===== config.mk =====
export PLATFORM = sky130hd
export DESIGN_NAME = controller_sequencer
export DESIGN_NICKNAME = d
export VERILOG_FILES = /design/src/rtl/sap1_pkg.sv /design/src/rtl/ring_counter.sv /design/src/rtl/controller_sequencer.sv
export SDC_FILE = /design/constraint.sdc
export NUM_CORES = 1
export LEC_CHECK = 0
export ABC_AREA = 1
export BUFFER_PORTS_ARGS = -buffer_cell sky130_fd_sc_hd__buf_2
export CORE_AREA = 3 3 40 42
export CTS_CLUSTER_SIZE = 20
export DETAILED_ROUTE_END_ITERATION = 6
export DIE_AREA = 0 0 43 45
export GPL_TIMING_DRIVEN = 0
export PLACE_DENSITY = 0.64
export SYNTH_ARGS = -nofsm -noshare
export SYNTH_HDL_FRONTEND = slang
export SYNTH_HIERARCHICAL = 1
export SYNTH_SLANG_ARGS = --single-unit

===== constraint.sdc =====
create_clock -name i_clk -period 1.24 [get_ports i_clk]
set_input_delay 0.248 -clock i_clk [delete_from_list [all_inputs] [get_ports i_clk]]
set_output_delay 0.248 -clock i_clk [all_outputs]
set_load 0.05 [all_outputs]

===== src/rtl/sap1_pkg.sv =====
// ---------------------------------------------------------------------------
// sap1_pkg
// Shared constants for the SAP-1 control path:
//   - opcode encodings (OP_LDA, OP_ADD, OP_SUB, OP_OUT, OP_HLT)
//   - T-state bit indices into the one-hot ring (T1_IDX..T6_IDX)
//   - RING_LEN, the number of T-states
//   - control-word bit positions (CW_*), so a bench or debug port can pack
//     the individual strobes into one vector in a common order
// ---------------------------------------------------------------------------
package sap1_pkg;

    localparam int OPCODE_W = 4;
    localparam int RING_LEN = 6;

    localparam logic [OPCODE_W-1:0] OP_LDA = 4'b0000;
    localparam logic [OPCODE_W-1:0] OP_ADD = 4'b0001;
    localparam logic [OPCODE_W-1:0] OP_SUB = 4'b0010;
    localparam logic [OPCODE_W-1:0] OP_OUT = 4'b1110;
    localparam logic [OPCODE_W-1:0] OP_HLT = 4'b1111;

    localparam int T1_IDX = 0;
    localparam int T2_IDX = 1;
    localparam int T3_IDX = 2;
    localparam int T4_IDX = 3;
    localparam int T5_IDX = 4;
    localparam int T6_IDX = 5;

    // Ring value for T1; also the reset / reload value.
    localparam logic [RING_LEN-1:0] T1_ONEHOT = 6'b000001;

    // Control-word packing, MSB first: cp ep lm ce li ei la ea su eu lb lo
    localparam int CW_WIDTH = 12;
    localparam int CW_CP = 11;
    localparam int CW_EP = 10;
    localparam int CW_LM = 9;
    localparam int CW_CE = 8;
    localparam int CW_LI = 7;
    localparam int CW_EI = 6;
    localparam int CW_LA = 5;
    localparam int CW_EA = 4;
    localparam int CW_SU = 3;
    localparam int CW_EU = 2;
    localparam int CW_LB = 1;
    localparam int CW_LO = 0;

endpackage


===== src/rtl/ring_counter.sv =====
// ---------------------------------------------------------------------------
// ring_counter
// One-hot T-state ring for the SAP-1 controller.
//   i_clk      : clock, state changes on posedge
//   i_clr      : asynchronous active-high clear, forces the ring to T1
//   i_hold     : freeze the ring at its current state (highest priority)
//   i_load_t1  : jump back to T1 at the next edge instead of rotating
//   o_t        : one-hot ring state, bit0 = T1
// ---------------------------------------------------------------------------
module ring_counter
    import sap1_pkg::*;
(
    input  logic                i_clk,
    input  logic                i_clr,
    input  logic                i_hold,
    input  logic                i_load_t1,
    output logic [RING_LEN-1:0] o_t
);

    logic [RING_LEN-1:0] ring_q;
    logic [RING_LEN-1:0] ring_d;
    logic [RING_LEN-1:0] ring_rot;

    // Rotate left by one: bit gi takes the previous state's bit, T6 wraps to T1.
    genvar gi;
    generate
        for (gi = 0; gi < RING_LEN; gi++) begin : g_rot
            assign ring_rot[gi] = ring_q[(gi + RING_LEN - 1) % RING_LEN];
        end
    endgenerate

    always_comb begin
        ring_d = ring_q;
        if (i_hold) begin
            ring_d = ring_q;
        end else if (i_load_t1) begin
            ring_d = T1_ONEHOT;
        end else begin
            ring_d = ring_rot;
        end
    end

    always_ff @(posedge i_clk or posedge i_clr) begin
        if (i_clr) begin
            ring_q <= T1_ONEHOT;
        end else begin
            ring_q <= ring_d;
        end
    end

    assign o_t = ring_q;

endmodule


===== src/rtl/controller_sequencer.sv =====
// ---------------------------------------------------------------------------
// controller_sequencer
// SAP-1 control unit: one-hot T1..T6 ring plus combinational opcode decode
// producing every bus-control strobe, and a sticky halt flag.
//
// Ports:
//   i_clk     : clock, all state changes on posedge
//   i_clr     : asynchronous active-high reset (ring -> T1, halt -> 0,
//               all strobes held low while asserted)
//   i_opcode  : IR upper nibble, meaningful in T4..T6
//   o_t       : one-hot ring state, bit0 = T1
//   o_cp/o_ep : PC increment / PC drives bus
//   o_lm      : MAR load
//   o_ce      : RAM drives bus
//   o_li/o_ei : IR load / IR operand drives bus
//   o_la/o_ea : A load / A drives bus
//   o_su/o_eu : ALU subtract / ALU drives bus
//   o_lb      : B load
//   o_lo      : output-register load
//   o_hlt     : sticky halt flag, cleared only by i_clr
//
// Build option: define SHORT_CYCLE_EN to end OUT after T4 and NOP after T3
// instead of always running all six T-states. Strobes per state are the same
// in both builds.
// ---------------------------------------------------------------------------
module controller_sequencer #(
    parameter int OPCODE_WIDTH = 4,
    parameter int RING_LEN     = 6
) (
    input  logic                    i_clk,
    input  logic                    i_clr,
    input  logic [OPCODE_WIDTH-1:0] i_opcode,
    output logic [RING_LEN-1:0]     o_t,
    output logic                    o_cp,
    output logic                    o_ep,
    output logic                    o_lm,
    output logic                    o_ce,
    output logic                    o_li,
    output logic                    o_ei,
    output logic                    o_la,
    output logic                    o_ea,
    output logic                    o_su,
    output logic                    o_eu,
    output logic                    o_lb,
    output logic                    o_lo,
    output logic                    o_hlt
);

    import sap1_pkg::*;

    // The ring length and opcode width are architectural, not tunable.
    generate
        if (RING_LEN != sap1_pkg::RING_LEN) begin : g_bad_ring_len
            $error("controller_sequencer: RING_LEN must be 6");
        end
        if (OPCODE_WIDTH != OPCODE_W) begin : g_bad_opcode_width
            $error("controller_sequencer: OPCODE_WIDTH must be 4");
        end
    endgenerate

    logic [RING_LEN-1:0] t_state;
    logic                halt_q;
    logic                halt_d;
    logic                halt_set;
    logic                load_t1;
    logic [CW_WIDTH-1:0] cw;

    logic is_lda;
    logic is_add;
    logic is_sub;
    logic is_out;
    logic is_hlt;
    logic is_nop;
    logic is_mem;

    assign is_lda = (i_opcode == OP_LDA);
    assign is_add = (i_opcode == OP_ADD);
    assign is_sub = (i_opcode == OP_SUB);
    assign is_out = (i_opcode == OP_OUT);
    assign is_hlt = (i_opcode == OP_HLT);
    assign is_nop = ~(is_lda | is_add | is_sub | is_out | is_hlt);
    assign is_mem = is_lda | is_add | is_sub;

    // Halt is taken at the edge that ends T4. The ring must not move on that
    // same edge, so the hold input sees the set condition as well as the flag.
    assign halt_set = ~halt_q & t_state[T4_IDX] & is_hlt;

    always_comb begin
        halt_d = halt_q | halt_set;
    end

    always_ff @(posedge i_clk or posedge i_clr) begin
        if (i_clr) begin
            halt_q <= 1'b0;
        end else begin
            halt_q <= halt_d;
        end
    end

`ifdef SHORT_CYCLE_EN
    // Return to T1 straight after the last state that has anything to do.
    assign load_t1 = (t_state[T4_IDX] & is_out) | (t_state[T3_IDX] & is_nop);
`else
    assign load_t1 = 1'b0;
`endif

    ring_counter u_ring (
        .i_clk     (i_clk),
        .i_clr     (i_clr),
        .i_hold    (halt_q | halt_set),
        .i_load_t1 (load_t1),
        .o_t       (t_state)
    );

    // Strobe decode. Gating with i_clr keeps every strobe low while reset is
    // held, even though the ring already shows T1 during that time.
    always_comb begin
        cw = '0;
        if (!halt_q && !i_clr) begin
            if (t_state[T1_IDX]) begin
                cw[CW_EP] = 1'b1;
                cw[CW_LM] = 1'b1;
            end
            if (t_state[T2_IDX]) begin
                cw[CW_CP] = 1'b1;
            end
            if (t_state[T3_IDX]) begin
                cw[CW_CE] = 1'b1;
                cw[CW_LI] = 1'b1;
            end
            if (t_state[T4_IDX]) begin
                if (is_mem) begin
                    cw[CW_EI] = 1'b1;
                    cw[CW_LM] = 1'b1;
                end
                if (is_out) begin
                    cw[CW_EA] = 1'b1;
                    cw[CW_LO] = 1'b1;
                end
            end
            if (t_state[T5_IDX]) begin
                if (is_lda) begin
                    cw[CW_CE] = 1'b1;
                    cw[CW_LA] = 1'b1;
                end
                if (is_add || is_sub) begin
                    cw[CW_CE] = 1'b1;
                    cw[CW_LB] = 1'b1;
                end
            end
            if (t_state[T6_IDX]) begin
                if (is_add || is_sub) begin
                    cw[CW_EU] = 1'b1;
                    cw[CW_LA] = 1'b1;
                end
                if (is_sub) begin
                    cw[CW_SU] = 1'b1;
                end
            end
        end
    end

    assign o_t   = t_state;
    assign o_cp  = cw[CW_CP];
    assign o_ep  = cw[CW_EP];
    assign o_lm  = cw[CW_LM];
    assign o_ce  = cw[CW_CE];
    assign o_li  = cw[CW_LI];
    assign o_ei  = cw[CW_EI];
    assign o_la  = cw[CW_LA];
    assign o_ea  = cw[CW_EA];
    assign o_su  = cw[CW_SU];
    assign o_eu  = cw[CW_EU];
    assign o_lb  = cw[CW_LB];
    assign o_lo  = cw[CW_LO];
    assign o_hlt = halt_q;

endmodule


# ---- Word level (Yosys, flattened, before mapping)
# Index checks and enable logic that the tools add are counted.
dict set report op_classes {
  div 0
  n_eq_ne 4
  mul 0
  bitwise 6
  addsub 0
  n_mux 21
  n_shift 0
  n_reduce_logical 5
  order_cmp 0
}
# cell n
set op_table {}
lappend op_table {{$mux W1} 17}
lappend op_table {{$mux W12} 1}
lappend op_table {{$eq A4 B4 Y1 const B} 2}
lappend op_table {{$mux W2} 3}
lappend op_table {{$eq A4 B1 Y1 const B} 1}
lappend op_table {{$eq A4 B2 Y1 const B} 1}
lappend op_table {{$logic_not A4 Y1} 1}
lappend op_table {{$or A1 B1 Y1} 3}
lappend op_table {{$and A1 B1 Y1} 2}
lappend op_table {{$logic_not A1 Y1} 2}
lappend op_table {{$logic_and A1 B1 Y1} 1}
lappend op_table {{$logic_or A1 B1 Y1} 1}
lappend op_table {{$not A1 Y1} 1}
dict set report word_totals {
  ram_bits 0
  latch_bits 0
  inputBits 6
  rom_bits 0
  mem_count 0
  reg_bits 7
  word_cells 38
}

# ---- Longest topological paths before layout
# Gate-level depths: netlist of run 1.
dict set report depth {
  word_depth 6
  mapped_depth 6
  ltp_nobuf 5
}

# ---- Modules after synthesis
# The synthesis of run 1 kept the hierarchy.
# module n_inst cells_each area_per_inst_um2
set modules_own_cells {}
lappend modules_own_cells {controller_sequencer 1 50 239.0}
lappend modules_own_cells {ring_counter 1 28 239.0}

# ---- Worst setup path before layout of run 1
# Ideal clock, no wire load.
dict set report synth_path {
  kind {reg2out}
  from {register halt_q, in the netlist o_hlt}
  to {output o_lo}
  arrival_ns 1.873
  path_stages_with_launch 5
  path_slack_ns -0.881
  path_cell_list {dfrtp_1 -> nor2_4 -> nand2_1 -> nor3_2 -> buf_4}
}
dict set report synth_between {
  elab_chain_cells 3
}
# element line
set synth_rtl {}
lappend synth_rtl {{start, declared} controller_sequencer.sv:62} ;# logic halt_q;
lappend synth_rtl {{start signal, assigned} controller_sequencer.sv:96} ;# halt_q <= halt_d;
lappend synth_rtl {{$logic_not A1 Y1} controller_sequencer.sv:119} ;# if (!halt_q && !i_clr) begin
lappend synth_rtl {{$logic_and A1 B1 Y1} controller_sequencer.sv:119}
lappend synth_rtl {{$mux W12} controller_sequencer.sv:119}
lappend synth_rtl {{end, declared} controller_sequencer.sv:45} ;# output logic o_lo,
# Every way passes these cells.

# ---- Worst setup path in the final report of run 1
# Same ends and word-level chain as after synthesis.

==> key figures, run 1 <==
Status
  – Status: complete, but fails checks
  – Failing checks: setup timing

GRT
  – Antenna violations before repair: 0
  – Wire length of the first global-routing pass: around 2100 µm
  – Largest net degree at the start of global routing: 9
  – Sum of overflow across all layers after global routing: 0
  – Number of global-route vias before repair: 503
  – Total routing usage reported by global routing: 14.5%

CTS
  – Largest buffer count on any clock path: 2
  – Maximum level of the CTS H-tree: 1
  – Clock buffer count from CTS: 3
  – CTS tree: built
  – Clock transition at path regs: ~0.05 ns
  – Clock sink count: 7
  – Later-pin clock latency in the skew report: 0.25 ns
  – CTS root buffer: sky130_fd_sc_hd__clkbuf_4

Synthesis
  – Area fraction in and, or, nand and nor cells after synthesis: 44.8%
  – Area share of xor/xnor cells in the synthesized design: 0%
  – Area of the mapped netlist: between 400 and 500 µm²
  – Largest cells by area after synthesis: sky130_fd_sc_hd__dfrtp_1 (31%), sky130_fd_sc_hd__nand2_1 (27%), sky130_fd_sc_hd__inv_1 (11%)
  – Compound-cell area share of the yosys netlist: 3.14%
  – Largest area contributor in the synthesized netlist: sky130_fd_sc_hd__dfrtp_1
  – Number of warnings printed during yosys synthesis: 6
  – Share of the synthesized area in the top cell type: a little under a third
  – Unique masters post-synth: 16
  – Cell count after synthesis: 78
  – Post-synthesis share of cell area spent on full adders, half adders and majority gates: 0%
  – Share of cell area taken by muxes after synthesis: 0%
  – Synthesized area per cell: 6.13 µm²
  – Sequential-to-total area share from yosys stat: 36.9%
  – Count of state elements after synthesis: 7
  – Largest family of logic cells by synthesized area: simple AND/OR/NAND/NOR gates

Placed design
  – Area after detailed placement: approximately 690 µm²
  – HPWL Detailed: around 970 µm
  – PortBufs: 24
  – Pre-CTS setup slack: -0.248 ns
  – Final weighted congestion of routability-driven global placement: between 0.7 and 0.8

Cells and area
  – Post-route cell area: around 900 µm²
  – Sequential standard cell area: 184 µm²
  – Most common library cell in the layout ignoring fill and taps: sky130_fd_sc_hd__nand2_1
  – Antenna fix cells: 0
  – Multi-input gate area in the final layout: 324 µm²
  – Most frequent cells in the layout: sky130_fd_sc_hd__nand2_1 (26), sky130_fd_sc_hd__buf_2 (11), sky130_fd_sc_hd__inv_1 (10)
  – Final-stage net count: 119
  – Relative area change from synthesis to final layout: 88.7%
  – Fill cell instance count of the final layout: 110
  – Layout cells sized above 1: about 57%

Route
  – Number of vias in the routed layout: 542
  – Total routed wire length on the met1 layer: 516 µm
  – Number of routed nets with antenna violations: 0
  – Final WL: 1290 µm
  – Initial drt markers: 9
  – Met2 Wirelength: 700 µm
  – Detail Route met3 WL: ~64 µm
  – Routed len/inst: 10.2 µm
  – Number of detailed-routing iterations run before antenna repair: 2
  – DRC Markers: 0
  – Top layer used by detailed routing: met4
  – Vias per Instance: 4.27

Min path
  – Worst Hold Path EP: o_hlt$_DFF_PP0_
  – Cell count of the worst hold path: 3
  – Type of the tightest min-delay check: input pin to flop
  – Launch instance of the worst min-delay path: i_opcode[0]

Job
  – Number of max-capacitance violations reported: 0

STA
  – Final hold viol count: 0
  – Highest Clock Rate: 640 MHz
  – Layout Skew: 0.00575 ns
  – Period Utilization, post-route: 126%
  – Setup repair after global routing missed its margin: yes
  – Finish-stage setup viols: 12
  – Final max-slew violation count: 0
  – Final critical-path required period: 1.56 ns
  – Final critical-path setup slack: -0.323 ns
  – Hold_ws: between 0.3 and 0.4 ns

Floorplanning
  – IO Pins: 25
  – Die Ht: ~45 µm
  – Die Footprint: just under 2000 µm²
  – Starting density of the core: 37.2%
  – Area of the core region: between 1000 and 1500 µm²
  – Total number of placement rows: 13
  – Die width: 43 µm

Power and ir drop
  – Total power consumption of the routed design: between 0.4 and 0.5 mW
  – P_leak: about 0.48 nW
  – Largest voltage drop on the vdd net: ~0.00036 V
  – Total power per unit cell area: between 500 and 600 nW/µm²

Worst setup path
  – Slowest CP cell: sky130_fd_sc_hd__dfrtp_2
  – Combined buffer and inverter count along the critical path: 2
  – Req. time, crit path: 0.99 ns
  – Cell depth of the worst flop-to-flop path: 6
  – Critical path launch point: o_hlt$_DFF_PP0_
  – Cell breakdown of the critical path: nor2_4, nand2_4, nor3_4, buf_6, buf_8
  – Startpoint class of the critical path: flop
  – Worst path top cell family by delay: flip-flops
  – Worst setup path class: flop to output pin
  – Worst reg-to-reg setup slack: 0.08 ns
  – Launch instance of the worst register-to-register path: u_ring/o_t[3]$_DFFE_PP0N_
  – Slowest Stage Delay on Critical Path: 0.42 ns
  – Destination of the worst register-to-register timing path: u_ring/o_t[5]$_DFFE_PP0N_
  – Critical Path Fanout Max: 5
  – Worst setup EP type: output pin
  – Worst path arrival time: 1.31 ns
worst min-delay path: stages:
cell and delay (ns):
sky130_fd_sc_hd__buf_2 0.13, sky130_fd_sc_hd__nand3_1 0.07, sky130_fd_sc_hd__o21ai_1 0.07
per-layer routing:
| metal | global-route usage [%] | vias up |
|---|---|---|
| met2 | 24.3 | 14 |
| met3 | 1.99 | 2 |
| met5 | 0 | - |
| met4 | 9.04 | 0 |
| met1 | 17.7 | 236 |
| li1 | - | 290 |
worst max-delay path by stage:
stage                     cells after the start  endpoint  slack (ns)
after floorplan                               4      o_lo       -0.55
after global placement                        5      o_lo       -0.25
after detailed placement                      5      o_lo       -0.25
after CTS                                     5      o_lo       -0.33
after global routing                          5      o_lo       -0.38
final                                         5      o_lo       -0.32
through the flow:
stage	util, %	TNS, ns	instances
5_1_grt	70.2	-3.77	127
4_1_cts	66.9	-3.00	126
3_5_place_dp	53.8	-1.33	118
6_report	70.2	-3.08	127
2_1_floorplan	-	-2.48	79
3_3_place_gp	53.8	-1.32	118
kinds of logic (layout without fill, tap and decap cells):
| family | count (synthesis) | count (layout) |
|---|---|---|
| AND/OR/NAND/NOR | 50 | 50 |
| flip-flops | 7 | 7 |
| AO/OA/AOI/OAI | 3 | 3 |
| other | 1 | 2 |
| buffers and inverters | 17 | 50 |
power by group:
group / leakage [nW] / internal (mW) / switching, mW
sequential: 0.0803 / 0.229 / 0
combinational: 0.389 / 0.0162 / 0.0314
clock: 0.0150 / 0.122 / 0.0787
sequential cells by signal, summed over array words and instances (netlist names):
signal,count
o_hlt,1
u_ring/o_t,6
cell usage after synthesis:
cell                      number
sky130_fd_sc_hd__inv_2         1
sky130_fd_sc_hd__buf_2         1
sky130_fd_sc_hd__nor3_2        1
sky130_fd_sc_hd__nand2_1      34
sky130_fd_sc_hd__conb_1        1
sky130_fd_sc_hd__o21ai_0       2
sky130_fd_sc_hd__dfrtp_1       6
sky130_fd_sc_hd__dfstp_2       1
sky130_fd_sc_hd__nand3_1       2
sky130_fd_sc_hd__o21ai_1       1
sky130_fd_sc_hd__buf_4         1
sky130_fd_sc_hd__nor2_4        1
sky130_fd_sc_hd__nor2_2        2
sky130_fd_sc_hd__nor2_1        8
sky130_fd_sc_hd__inv_1        14
sky130_fd_sc_hd__nand2_2       2
cell type report:
cell class / instances / share of cell area [%]
timing repair buffer: 29 / 29.1
tap: 15 / 2.08
clock buffer: 4 / 2.91
inverter: 15 / 7.49
multi-input combinational: 55 / 35.9
buffer: 2 / 2.08
sequential: 7 / 20.4
what timing repair did:
action                                  4_1_cts  5_1_grt
gates resized for setup                      35       10
hold buffers                                  2        0
cloned                                        0        0
endpoints found under the setup margin       13       19
hold endpoints to repair                      6        0
setup buffers                                 2        1
pin swaps                                     7        0
Power figures use the tool's default switching activity.
==> run 2, diff against run 1 <==
Settings changed: CELL_PAD_IN_SITES_DETAIL_PLACEMENT set to 0, CELL_PAD_IN_SITES_GLOBAL_PLACEMENT set to 1, CORE_AREA 3 3 40 42 to not set, CORE_MARGIN set to 3, CORE_UTILIZATION set to 27, DIE_AREA 0 0 43 45 to not set, PLACE_DENSITY 0.64 to 0.73, SKIP_LAST_GASP set to 1.
==> run 2 against run 1 <==
  * The flow still finishes with violations (setup timing)
  * Global-route usage is 1.1 points lower
  * Highest routed layer is now met3
  * Clock skew is 0.0032 ns lower
  * Sequential share of layout area is 0.20 points lower
  * Non-clock buffer count is 1 higher
  * Combinational power is 3% lower
==> key figures, run 2 (synthesis gave the netlist of run 1 again) <==
Worst setup path
  – Worst path arrival time: 1.36 ns (was 1.31 ns)
  – Critical Path Fanout Max: 5 (unchanged)
  – Combined buffer and inverter count along the critical path: 2 (unchanged)
  – Launch instance of the worst register-to-register path: o_hlt$_DFF_PP0_ (was u_ring/o_t[3]$_DFFE_PP0N_)
  – Slowest CP cell: sky130_fd_sc_hd__dfrtp_2 (unchanged)
  – Worst setup path class: flop to output pin (unchanged)
  – Cell breakdown of the critical path: nor2_4, nand2_4, nor3_4, buf_6, buf_8 (unchanged)
  – Worst setup EP type: output pin (unchanged)
  – Cell depth of the worst flop-to-flop path: 6 (unchanged)
  – Startpoint class of the critical path: flop (unchanged)
  – Slowest Stage Delay on Critical Path: 0.42 ns (about the same)
  – Destination of the worst register-to-register timing path: u_ring/o_t[1]$_DFFE_PP0N_ (was u_ring/o_t[5]$_DFFE_PP0N_)
  – Req. time, crit path: 0.99 ns (about the same)
  – Worst path top cell family by delay: simple AND/OR/NAND/NOR gates (was flip-flops)
  – Worst reg-to-reg setup slack: 0.13 ns (was 0.08 ns)

Cells and area
  – Fill cell instance count of the final layout: 152 (was 110)
  – Post-route cell area: 911 µm² (was 902 µm²)
  – Relative area change from synthesis to final layout: 90.6% (was 88.7%)
  – Most common library cell in the layout ignoring fill and taps: sky130_fd_sc_hd__nand2_1 (unchanged)
  – Layout cells sized above 1: 56.6% (was 57.1%)
  – Most frequent cells in the layout: sky130_fd_sc_hd__nand2_1 (26), sky130_fd_sc_hd__buf_2 (11), sky130_fd_sc_hd__inv_1 (10) (unchanged)
  – Final-stage net count: 120 (was 119)
  – Antenna fix cells: 0 (unchanged)
  – Number of flip-flops in the largest register: 6 (unchanged)

Floorplanning
  – IO Pins: 25 (unchanged)
  – Die Ht: 48.1 µm (was 45 µm)
  – Area of the core region: 1580 µm² (was 1280 µm²)
  – Die Footprint: 2310 µm² (was 1940 µm²)
  – Total number of placement rows: 14 (was 13)
  – Die width: 48.1 µm (was 43 µm)
  – Starting density of the core: 30.3% (was 37.2%)

STA
  – Period Utilization, post-route: 130% (was 126%)
  – Total Neg Setup Slack: -3.68 ns (was -3.08 ns)
  – Layout Skew: 0.00253 ns (was 0.00575 ns)
  – Highest Clock Rate: 622 MHz (was 640 MHz)
  – Finish-stage setup viols: 13 (was 12)
  – Final critical-path setup slack: -0.367 ns (was -0.323 ns)
  – Final hold viol count: 0 (unchanged)
  – Final critical-path required period: 1.61 ns (was 1.56 ns)
  – Setup repair after global routing missed its margin: yes (unchanged)
  – Final max-slew violation count: 0 (unchanged)

Route
  – Routed len/inst: 9.68 µm (was 10.2 µm)
  – Vias per Instance: 4.31 (was 4.27)
  – Number of vias in the routed layout: 556 (was 542)
  – Final WL: 1250 µm (was 1290 µm)
  – Initial drt markers: 12 (was 9)
  – Number of detailed-routing iterations run before antenna repair: 4 (was 2)
  – DRC Markers: 0 (unchanged)
  – Number of routed nets with antenna violations: 0 (unchanged)

Status
  – Failing checks: setup timing (unchanged)
  – Status: complete, but fails checks (unchanged)

CTS
  – CTS tree: built (unchanged)
  – Clock buffer count from CTS: 3 (unchanged)
  – Later-pin clock latency in the skew report: 0.25 ns (about the same)
  – Clock transition at path regs: 0.05 ns (about the same)
  – Largest buffer count on any clock path: 2 (unchanged)
  – Clock sink count: 7 (unchanged)
  – CTS root buffer: sky130_fd_sc_hd__clkbuf_4 (unchanged)
  – Maximum level of the CTS H-tree: 1 (unchanged)

Power and ir drop
  – P_leak: 0.488 nW (was 0.485 nW)
  – P_sw: 0.110 mW (about the same)
  – Clock power share: 42.3% (was 42.1%)
  – Net Sw Frac: 23.0% (about the same)
  – Largest voltage drop on the vdd net: 0.000523 V (was 0.000361 V)
  – Relative contribution of sequential cells to total power: 48.0% (was 47.9%)
  – Internal power summed over all cells: 0.368 mW (about the same)
  – Combinational share of power: 9.7% (was 10.0%)
  – Total power per unit cell area: 524 nW/µm² (was 529 nW/µm²)

Job
  – Number of max-capacitance violations reported: 0 (unchanged)

GRT
  – Total routing usage reported by global routing: 13.4% (was 14.5%)
  – Antenna violations before repair: 0 (unchanged)
  – Sum of overflow across all layers after global routing: 0 (unchanged)
  – Number of global-route vias before repair: 517 (was 503)
  – Largest net degree at the start of global routing: 9 (unchanged)
  – Wire length of the first global-routing pass: 2180 µm (was 2080 µm)

Min path
  – Cell count of the worst hold path: 3 (unchanged)
  – Worst Hold Path EP: o_hlt$_DFF_PP0_ (unchanged)
  – Launch instance of the worst min-delay path: i_opcode[0] (unchanged)
  – Type of the tightest min-delay check: input pin to flop (unchanged)

Placed design
  – HPWL Detailed: 964 µm (was 972 µm)
  – Area after detailed placement: 693 µm² (was 692 µm²)
  – PortBufs: 24 (unchanged)
  – Final weighted congestion of routability-driven global placement: 0.745 (was 0.787)
## run 2: cell types whose count changed in the layout (fill, tap and decap cells not counted)
cell | before | now
sky130_fd_sc_hd__buf_6 | 7 | 6
sky130_fd_sc_hd__o21ai_2 | 1 | 0
sky130_fd_sc_hd__o21ai_1 | 1 | 2
sky130_fd_sc_hd__buf_4 | 5 | 6
sky130_fd_sc_hd__buf_8 | 6 | 7
## run 2: layer usage
layer | share of wire, % | GRT usage [%] | vias up
li1 | - | - | 290
met1 | 47 | 18.6 | 250
met2 | 48 | 20.1 | 16
met3 | 4.8 | 5.64 | 0
met4 | 0 | 1.61 | 0
met5 | 0 | 0 | -
## run 2: layout make-up
cell class	instances	area, µm²	area share, %
inverter	15	67.6	7.42
multi-input combinational	55	320	35.2
buffer	2	18.8	2.06
clock buffer	4	26.3	2.88
timing repair buffer	30	274	30.1
sequential	7	184	20.2
tap	16	20.0	2.20
## run 2: how the worst max path moves through the flow
stage	start	slack, ns	depth (start not counted)	end
global route	o_hlt$_DFF_PP0_	-0.46	5	o_lo
finish	o_hlt$_DFF_PP0_	-0.37	5	o_lo
detailed placement	o_hlt$_DFF_PP0_	-0.27	5	o_lo
global placement	o_hlt$_DFF_PP0_	-0.26	5	o_lo
floorplan	o_hlt$_DFF_PP0_	-0.55	4	o_lo
CTS	o_hlt$_DFF_PP0_	-0.36	5	o_lo
## run 2: power by group through the flow
stage	Combinational (mW)	Sequential [mW]	Clock, mW
after floorplan	0.0208	0.233	0
after global placement	0.0395	0.233	0
after detailed placement	0.0394	0.233	0
after CTS	0.0457	0.229	0.211
after global routing	0.0534	0.229	0.223
final	0.0464	0.229	0.202
## run 2: worst register-to-register path, stage by stage (launching register included)
cell	delay (ns)
sky130_fd_sc_hd__dfrtp_2	0.42
sky130_fd_sc_hd__inv_1	0.09
sky130_fd_sc_hd__o21ai_1	0.08
sky130_fd_sc_hd__buf_4	0.18
sky130_fd_sc_hd__nor2_4	0.15
sky130_fd_sc_hd__nand2_1	0.06
sky130_fd_sc_hd__nand2_1	0.06
## run 2: what timing repair did
action	CTS	global route
hold buffers	2	0
hold endpoints to repair	6	0
setup buffers	2	2
gates resized for setup	36	9
setup endpoints to repair	13	19
pin swaps	4	3
## run 2: through the flow
step,utilization [%],power (mW),hold slack [ns],setup WS [ns],std cells
3_3_place_gp,44.0,0.272,0.132,-0.261,119
3_5_place_dp,44.0,0.272,0.137,-0.266,119
4_1_cts,54.8,0.486,0.287,-0.360,127
5_1_grt,57.8,0.505,0.305,-0.458,129
2_1_floorplan,-,0.253,-0.0151,-0.551,79
6_report,57.8,0.477,0.295,-0.367,129
